<file path="src/rtl/image_receiver.sv">
// UART (8N1) receive path that rebuilds 12-bit pixels from byte pairs (high nibble first)
// and writes them at sequential frame-buffer addresses, with idle timeouts for resync.
module image_receiver #(
    parameter int NUM_PIXELS    = 100,
    parameter int CLKS_PER_BIT  = 5208,
    parameter int BYTE_TIMEOUT  = 104160,
    parameter int FRAME_TIMEOUT = 1000000
) (
    input  logic        clk,
    input  logic        rst,
    input  logic        uart_in,
    output logic [16:0] wr_addr,
    output logic [11:0] wr_data,
    output logic        wr_en,
    output logic        image_done,
    output logic        framing_error
);

    localparam int BIT_W  = $clog2(CLKS_PER_BIT) + 1;
    localparam int IDLE_W = $clog2(FRAME_TIMEOUT) + 1;

    localparam logic [BIT_W-1:0]  BIT_LAST  = BIT_W'(CLKS_PER_BIT - 1);
    localparam logic [BIT_W-1:0]  HALF_LAST = BIT_W'(CLKS_PER_BIT / 2 - 1);
    localparam logic [IDLE_W-1:0] BYTE_TO   = IDLE_W'(BYTE_TIMEOUT);
    localparam logic [IDLE_W-1:0] FRAME_TO  = IDLE_W'(FRAME_TIMEOUT);
    localparam logic [16:0]       ADDR_LAST = 17'(NUM_PIXELS - 1);

    typedef enum logic [1:0] {IDLE, START, DATA, STOP} rx_state_t;

    function automatic logic [IDLE_W-1:0] sat_inc(input logic [IDLE_W-1:0] v);
        return (v >= FRAME_TO) ? FRAME_TO : v + 1'b1;
    endfunction

    rx_state_t         state;
    logic              sync_p0;
    logic              sync_p1;
    logic [BIT_W-1:0]  clk_cnt;
    logic [2:0]        bit_idx;
    logic [IDLE_W-1:0] idle_cnt;
    logic              phase_low;
    logic [7:0]        shift_p2;
    logic [3:0]        nibble_p2;
    logic              rx_line;
    logic              data_tick;
    logic              stop_tick;

    assign rx_line   = sync_p1;
    assign data_tick = (state == DATA) && (clk_cnt == BIT_LAST);
    assign stop_tick = (state == STOP) && (clk_cnt == BIT_LAST);

    // stage p0/p1: two-flop synchroniser, preset to the idle-high line level
    always_ff @(posedge clk) begin
        if (rst) begin
            sync_p0 <= 1'b1;
            sync_p1 <= 1'b1;
        end else begin
            sync_p0 <= uart_in;
            sync_p1 <= sync_p0;
        end
    end

    // stage p2: bit shifter and high-nibble holding register (pure datapath)
    always_ff @(posedge clk) begin
        if (data_tick)
            shift_p2 <= {rx_line, shift_p2[7:1]};
        if (stop_tick && rx_line && !phase_low)
            nibble_p2 <= shift_p2[3:0];
    end

    // stage p3: bit-timing FSM, pixel assembly, addressing and idle timeouts
    always_ff @(posedge clk) begin
        if (rst) begin
            state         <= IDLE;
            clk_cnt       <= '0;
            bit_idx       <= '0;
            idle_cnt      <= '0;
            phase_low     <= 1'b0;
            wr_addr       <= '0;
            wr_data       <= '0;
            wr_en         <= 1'b0;
            image_done    <= 1'b0;
            framing_error <= 1'b0;
        end else begin
            wr_en         <= 1'b0;
            image_done    <= 1'b0;
            framing_error <= 1'b0;

            if (wr_en)
                wr_addr <= (wr_addr == ADDR_LAST) ? '0 : wr_addr + 17'd1;

            if (state == IDLE && rx_line)
                idle_cnt <= sat_inc(idle_cnt);
            else
                idle_cnt <= '0;

            // A long silence mid-pixel means the low byte was lost; resync on the next high byte.
            if (idle_cnt == BYTE_TO)
                phase_low <= 1'b0;
            if (idle_cnt == FRAME_TO) begin
                wr_addr   <= '0;
                phase_low <= 1'b0;
            end

            case (state)
                IDLE: begin
                    if (!rx_line) begin
                        state   <= START;
                        clk_cnt <= '0;
                        bit_idx <= '0;
                    end
                end
                START: begin
                    if (clk_cnt == HALF_LAST) begin
                        clk_cnt <= '0;
                        state   <= rx_line ? IDLE : DATA;
                    end else begin
                        clk_cnt <= clk_cnt + 1'b1;
                    end
                end
                DATA: begin
                    if (clk_cnt == BIT_LAST) begin
                        clk_cnt <= '0;
                        bit_idx <= bit_idx + 3'd1;
                        if (bit_idx == 3'd7)
                            state <= STOP;
                    end else begin
                        clk_cnt <= clk_cnt + 1'b1;
                    end
                end
                STOP: begin
                    if (clk_cnt == BIT_LAST) begin
                        clk_cnt <= '0;
                        state   <= IDLE;
                        if (!rx_line) begin
                            framing_error <= 1'b1;
                            phase_low     <= 1'b0;
                        end else if (phase_low) begin
                            wr_en      <= 1'b1;
                            wr_data    <= {nibble_p2, shift_p2};
                            image_done <= (wr_addr == ADDR_LAST);
                            phase_low  <= 1'b0;
                        end else begin
                            phase_low <= 1'b1;
                        end
                    end else begin
                        clk_cnt <= clk_cnt + 1'b1;
                    end
                end
                default: state <= IDLE;
            endcase
        end
    end

endmodule
</file>
<file path="config.mk">
export PLATFORM = sky130hd
export DESIGN_NAME = image_receiver
export DESIGN_NICKNAME = d
export VERILOG_FILES = /design/src/rtl/image_receiver.sv
export SDC_FILE = /design/constraint.sdc
export NUM_CORES = 1
export LEC_CHECK = 0
export CAP_MARGIN = 20
export CORE_ASPECT_RATIO = 1.4
export CORE_UTILIZATION = 57
export CTS_CLUSTER_SIZE = 24
export DETAILED_ROUTE_END_ITERATION = 6
export PLACE_DENSITY = 0.86
export SYNTH_ARGS = -nofsm -noshare
export SYNTH_HDL_FRONTEND = slang
export SYNTH_SLANG_ARGS = --single-unit
</file>
<file path="constraint.sdc">
create_clock -name clk -period 2.45 [get_ports clk]
set_input_delay 0.3675 -clock clk [delete_from_list [all_inputs] [get_ports clk]]
set_output_delay 0.3675 -clock clk [all_outputs]
set_load 0.02 [all_outputs]
</file>
# [Yosys cells after proc, flatten, opt, wreduce, memory -nomap -nowiden]
# Cells that the tools add are included.
[word_totals] reg_bits=87 input_bits=3 output_inout_bits=32
[classes] add_sub_neg=4 n_lt_le_gt_ge=1 eq_ne=14 mux=24 n_bitwise=5 n_reduce_logical=18
[op_table] op="two-way mux 14 bit" count=3
[op_table] op="one-hot mux 14 bit (3 select lines)" count=1
[op_table] op="adder 21 x 1 -> 21 bit, second input constant" count=1
[op_table] op="== test 21 x 17 -> 1 bit, second input constant" count=1
[op_table] op="== test 21 x 20 -> 1 bit, second input constant" count=1
[op_table] op=">= comparator 21 x 20 -> 1 bit, second input constant" count=1
[op_table] op="two-way mux 20 bit" count=1
[op_table] op="adder 17 x 1 -> 17 bit, second input constant" count=1
[op_table] op="== test 17 x 7 -> 1 bit, second input constant" count=1
[op_table] op="two-way mux 17 bit" count=1
[op_table] op="adder 14 x 1 -> 14 bit, second input constant" count=1
[op_table] op="== test 14 x 12 -> 1 bit, second input constant" count=1
[op_table] op="== test 14 x 13 -> 1 bit, second input constant" count=1
[op_table] op="two-way mux 2 bit" count=6
[op_table] op="two-way mux 1 bit" count=8
[op_table] op="one-hot mux 2 bit (4 select lines)" count=1
[op_table] op="two-way mux 3 bit" count=2
[op_table] op="inequality test 2 bit, second input constant" count=3
[op_table] op="one-hot mux 3 bit (2 select lines)" count=1
[op_table] op="OR reduction 2 bit" count=3
[op_table] op="OR reduction 3 bit" count=2
[op_table] op="logical AND 1 bit" count=5
[op_table] op="inverter 1 bit" count=5
[op_table] op="AND reduction 5 bit" count=1
[op_table] op="12 further kinds" count=14

# [Depth between registers and ports, before layout]
[depth] depth_word=5 ltp_mapped=8 mapped_depth_nobuf=7

# [Least setup slack after synthesis]
# Ideal clock, no wire load.
[synth_path] path_type="reg-to-reg" startpoint="register clk_cnt[0]" endpoint="register clk_cnt[13]" setup_time_ns=0.122 arrival_time_ns=2.030 t_required_ns=2.328 setup_slack_ns=0.298 path_stages_with_launch=7 n_path_buf=0 period_less_slack_ns=2.152 path_cell_list="dfxtp_1 ha_1 or4bb_1 o41ai_4 a21oi_2 and3_1 a221o_1"
[synth_between] elab_chain_cells=3 word_cells_on_any_way=6 cone_classes="add/sub (1); eq/ne (2); mux (3)"
[synth_rtl] element="from (decl)" line_no="37" source="logic [BIT_W-1:0] clk_cnt;"
[synth_rtl] element="from (signal assigned)" line_no="117" source="clk_cnt <= clk_cnt + 1'b1;"
[synth_rtl] element="from (signal assigned)" line_no="127" source="clk_cnt <= clk_cnt + 1'b1;"
[synth_rtl] element="from (signal assigned)" line_no="146" source="clk_cnt <= clk_cnt + 1'b1;"
[synth_rtl] element="adder 14 x 1 -> 14 bit (tied with other cells)" line_no="117, 127, 146"
[synth_rtl] element="two-way mux 14 bit (on tied branches)" line_no="121, 131, 113"
[synth_rtl] element="one-hot mux 14 bit (3 select lines) (*)" line_no="104" source="case (state)"
# Every way passes the cells marked *; elsewhere a longest branch is shown, timed or not.
# A chain may end at the register's enable or synchronous reset.

# [Worst setup path in the final report]
[layout_path] startpoint="register clk_cnt[0]" endpoint="register clk_cnt[2]"
# Same word-level chain as after synthesis.

==> results.sh <==
export IMPL_status="finished clean"
export IMPL_antenna_left=0
export IMPL_maxCapViolations=0
export IMPL_die_w_um=71.8
export IMPL_ys_async_sr_fraction_pct=0
export IMPL_worst_pin_slew_ps=936
export IMPL_synth_compound_area_share_pct=10.1
export IMPL_met2_usage_pct=43.6
export IMPL_ys_flop_type="dfxtp_1"
export IMPL_worstHoldStart="sync_p0"
export IMPL_post_cts_buffers=0
export IMPL_synth_fp_nets=419
export IMPL_final_layout_size_suffix_gt1_share_pct=10.4
export IMPL_r2r_end="clk_cnt[2]"
export IMPL_row_count=35
export IMPL_intPower_mw=1.98
export IMPL_cts_resized=0
export IMPL_hold_violations=0
export IMPL_routed_wl_um=8210
export IMPL_setup_violations_final=0
export IMPL_r2r_start="clk_cnt[0]"
export IMPL_holdWs_ps=421
export IMPL_synth_distinct_cells=59
export IMPL_clock_sinks=87
export IMPL_netlist_instances=410
export IMPL_p_per_area_mw_per_mm2=576
export IMPL_synth_xor_area_share_pct=7.43
export IMPL_grt_overflow=0
export IMPL_synth_mux_area_fraction_pct=3.93
export IMPL_synth_enable_flop_cells=12
export IMPL_fin_crit_sh_pct=95.3
export IMPL_worstSetupPathType="flop to flop"
export IMPL_fin_skew_ps=8.64
export IMPL_p_clk_share_pct=40.2
export IMPL_max_freq_mhz=428
export IMPL_vdd_drop_max_mv=0.324
export IMPL_antennaDiodeCount=0
export IMPL_hp_class="flop to flop"
export IMPL_swShare_pct=24.2
export IMPL_synthAdderAreaFrac_pct=1.93
export IMPL_yosys_area_share_simple_pct=25.1
export IMPL_wl_per_cell_um=15.4
export IMPL_grt_max_degree=21
export IMPL_worstSetupEndpoint="clk_cnt[2]"
export IMPL_ys_ff_latch=87
export IMPL_startpoint="clk_cnt[0]"
export IMPL_track_usage_pct=24.4
export IMPL_final_cells=535
export IMPL_netSwitchingPower_uw=633
export IMPL_pwr_share_comb_pct=3.2
export IMPL_ctsHoldBuffers=0
export IMPL_place_area_mm2=0.00432
export IMPL_syn_area_mm2=0.00389
export IMPL_synthToLayoutAreaGrowth_pct=17.0
export IMPL_syn_area_per_cell_um2=9.48
export IMPL_clk_latency_ps=360
export IMPL_rsz0062_at_grt="false"
export IMPL_cts_made_buffers=9
export IMPL_globalRouteMet1Util_pct=27.3
export IMPL_fin_tns_setup_ps=0
export IMPL_cts_tree="yes"
export IMPL_drtIter0Drc=225
export IMPL_start_util_pct=59.2
export IMPL_grt_use_met3_pct=5.78
export IMPL_drt_vias_per_instance=5.97
export IMPL_post_route_util_pct=69.2
export IMPL_clockRootBuffer="clkbuf_8"
export IMPL_period_minus_slack_ps=2340
export IMPL_antenna_found_initial=0
export IMPL_clock_path_buffers=2
export IMPL_synth_warnings=0
export IMPL_stdcell_area_mm2=0.00455
export IMPL_firstDrtPassIters=5
export IMPL_cp_start_kind="flop"
export IMPL_nets=465
export IMPL_vias=3196
export IMPL_critPathCaptureType="flop"
export IMPL_dp_cells=517
export IMPL_worstPathRequired_ps=2680
export IMPL_clkTransAtPathRegs_ps=90
export IMPL_grt_first_pass_wirelength_um=13700
export IMPL_arrival_ps=2570
export IMPL_dp_hpwl_um=5730
export IMPL_die_area_mm2=0.00716
export IMPL_gp_congestion=0.882
export IMPL_core_mm2=0.00657
export IMPL_relSlewSlack_pct=37.5
export IMPL_worstPathMaxFanout=10
export IMPL_r2r_cells=7
export IMPL_drc_errors=0
export IMPL_power_leakage_nw=1.64
export IMPL_die_y_um=99.7
export IMPL_slew_viol_final=0
export IMPL_reg2reg_setup_slack_ps=110
export IMPL_grt_pass1_vias=3109
export IMPL_synth_top_family_by_area="simple AND/OR/NAND/NOR gates"
export IMPL_yosysSeqAreaShare_pct=47.9
export IMPL_port_buffers=34
export IMPL_io_pins=35
export IMPL_cts_htree_levels=3
export IMPL_grt_busiest_layer="met2"
export IMPL_fill_cells=495
export IMPL_pwr_share_seq_pct=56.5
synth_stat cells, drive strengths merged (3+ instances only):
| master | n | area (µm²) |
|---|---|---|
| a211oi | 3 | 22.5 |
| and3 | 5 | 31.3 |
| mux2i | 13 | 130 |
| nand3 | 23 | 115 |
| dfxtp | 75 | 1500 |
| nor4 | 8 | 56.3 |
| or3 | 4 | 25.0 |
| buf | 5 | 33.8 |
| clkbuf | 9 | 63.8 |
| a31oi | 6 | 37.5 |
| nand3b | 3 | 22.5 |
| ha | 6 | 75.1 |
| xnor2 | 15 | 131 |
| inv | 11 | 41.3 |
| nand2 | 32 | 123 |
| o41ai | 3 | 71.3 |
| o21ai | 8 | 40.0 |
| nor2 | 66 | 248 |
| edfxtp | 12 | 360 |
| a21oi | 21 | 113 |
| nand4 | 14 | 87.6 |
| nor3 | 8 | 40.0 |
| or2 | 3 | 18.8 |
| xor2 | 18 | 158 |
| a22o | 4 | 35.0 |
| and4 | 3 | 27.5 |
layout make-up:
type,count,area [µm²],share of cell area (%)
Sequential cell,87,1860,40.9
Tap cell,74,92.6,2.04
Clock inverter,7,87.6,1.93
Inverter,11,41.3,0.908
Clock buffer,9,124,2.72
Timing Repair Buffer,49,453,9.96
Multi-Input combinational cell,298,1890,41.5
layer usage:
metal,up-vias,wire length [µm]
met3,11,319
met1,1536,3370
met5,-,0
met2,104,4430
met4,0,87
li1,1545,-
cell families after synthesis:
family | Yosys count
xor gates and xnor gates | 33
DFF | 87
buffers and inverters | 25
AOI/OAI and AO/OA | 54
other | 1
adders and majority gates | 6
and+or+nand+nor | 189
muxes | 15
state kept, by name (all words and copies together) (netlist names), named ones only:
signal / flops
image_done: 1
phase_low: 1
rx_line: 1
sync_p0: 1
shift_p2: 8
framing_error: 1
wr_data: 12
clk_cnt: 14
wr_addr: 17
idle_cnt: 21
state: 1
bit_idx: 3
nibble_p2: 4
wr_en: 1
placed cells by master (no fill, tap or decap), types with 3 or more instances in the layout:
master	instances
mux2i_1	13
o21ai_0	6
edfxtp_1	12
dfxtp_1	75
nor4_1	7
nand3_1	23
nand2_1	31
clkbuf_8	9
or3_1	4
nor3_1	8
a21oi_1	19
buf_4	15
nand4_1	14
ha_1	6
or2_2	3
clkdlybuf4s50_1	34
inv_1	11
a211oi_1	3
xnor2_1	15
and3_1	5
nand3b_1	3
a31oi_1	6
nor2_1	66
inv_8	3
xor2_1	18
a22o_1	4
power by group through the flow:
stage / Combinational, mW / Clock, mW / Sequential (mW)
after detailed placement: 0.0824 / 0 / 1.51
after global placement: 0.0787 / 0 / 1.51
after floorplan: 0.0655 / 0 / 1.50
final: 0.0844 / 1.05 / 1.48
after global routing: 0.0914 / 1.15 / 1.48
after CTS: 0.0834 / 1.08 / 1.48
per-stage QoR:
| stage | setup WS [ps] | power (mW) |
|---|---|---|
| global route | 18.8 | 2.72 |
| floorplan | 298 | 1.57 |
| global placement | 250 | 1.59 |
| detailed placement | 172 | 1.59 |
| finish | 115 | 2.62 |
| CTS | 129 | 2.64 |
worst min-delay path by stage:
stage          endpoint  slack (ps)  depth (start not counted)
2_1_floorplan   rx_line         390                          1
3_3_place_gp    rx_line         390                          1
3_5_place_dp    rx_line         390                          1
4_1_cts         rx_line         430                          1
5_1_grt         rx_line         460                          1
6_report        rx_line         420                          1
worst max-delay path: stages, from the launching register on:
cell	delay [ps]
dfxtp_1	400
ha_1	290
or4bb_1	550
o41ai_4	360
a21oi_2	160
buf_4	210
a21oi_1	190
a31oi_1	60
Note: power is estimated with default switching activity, not from simulation.
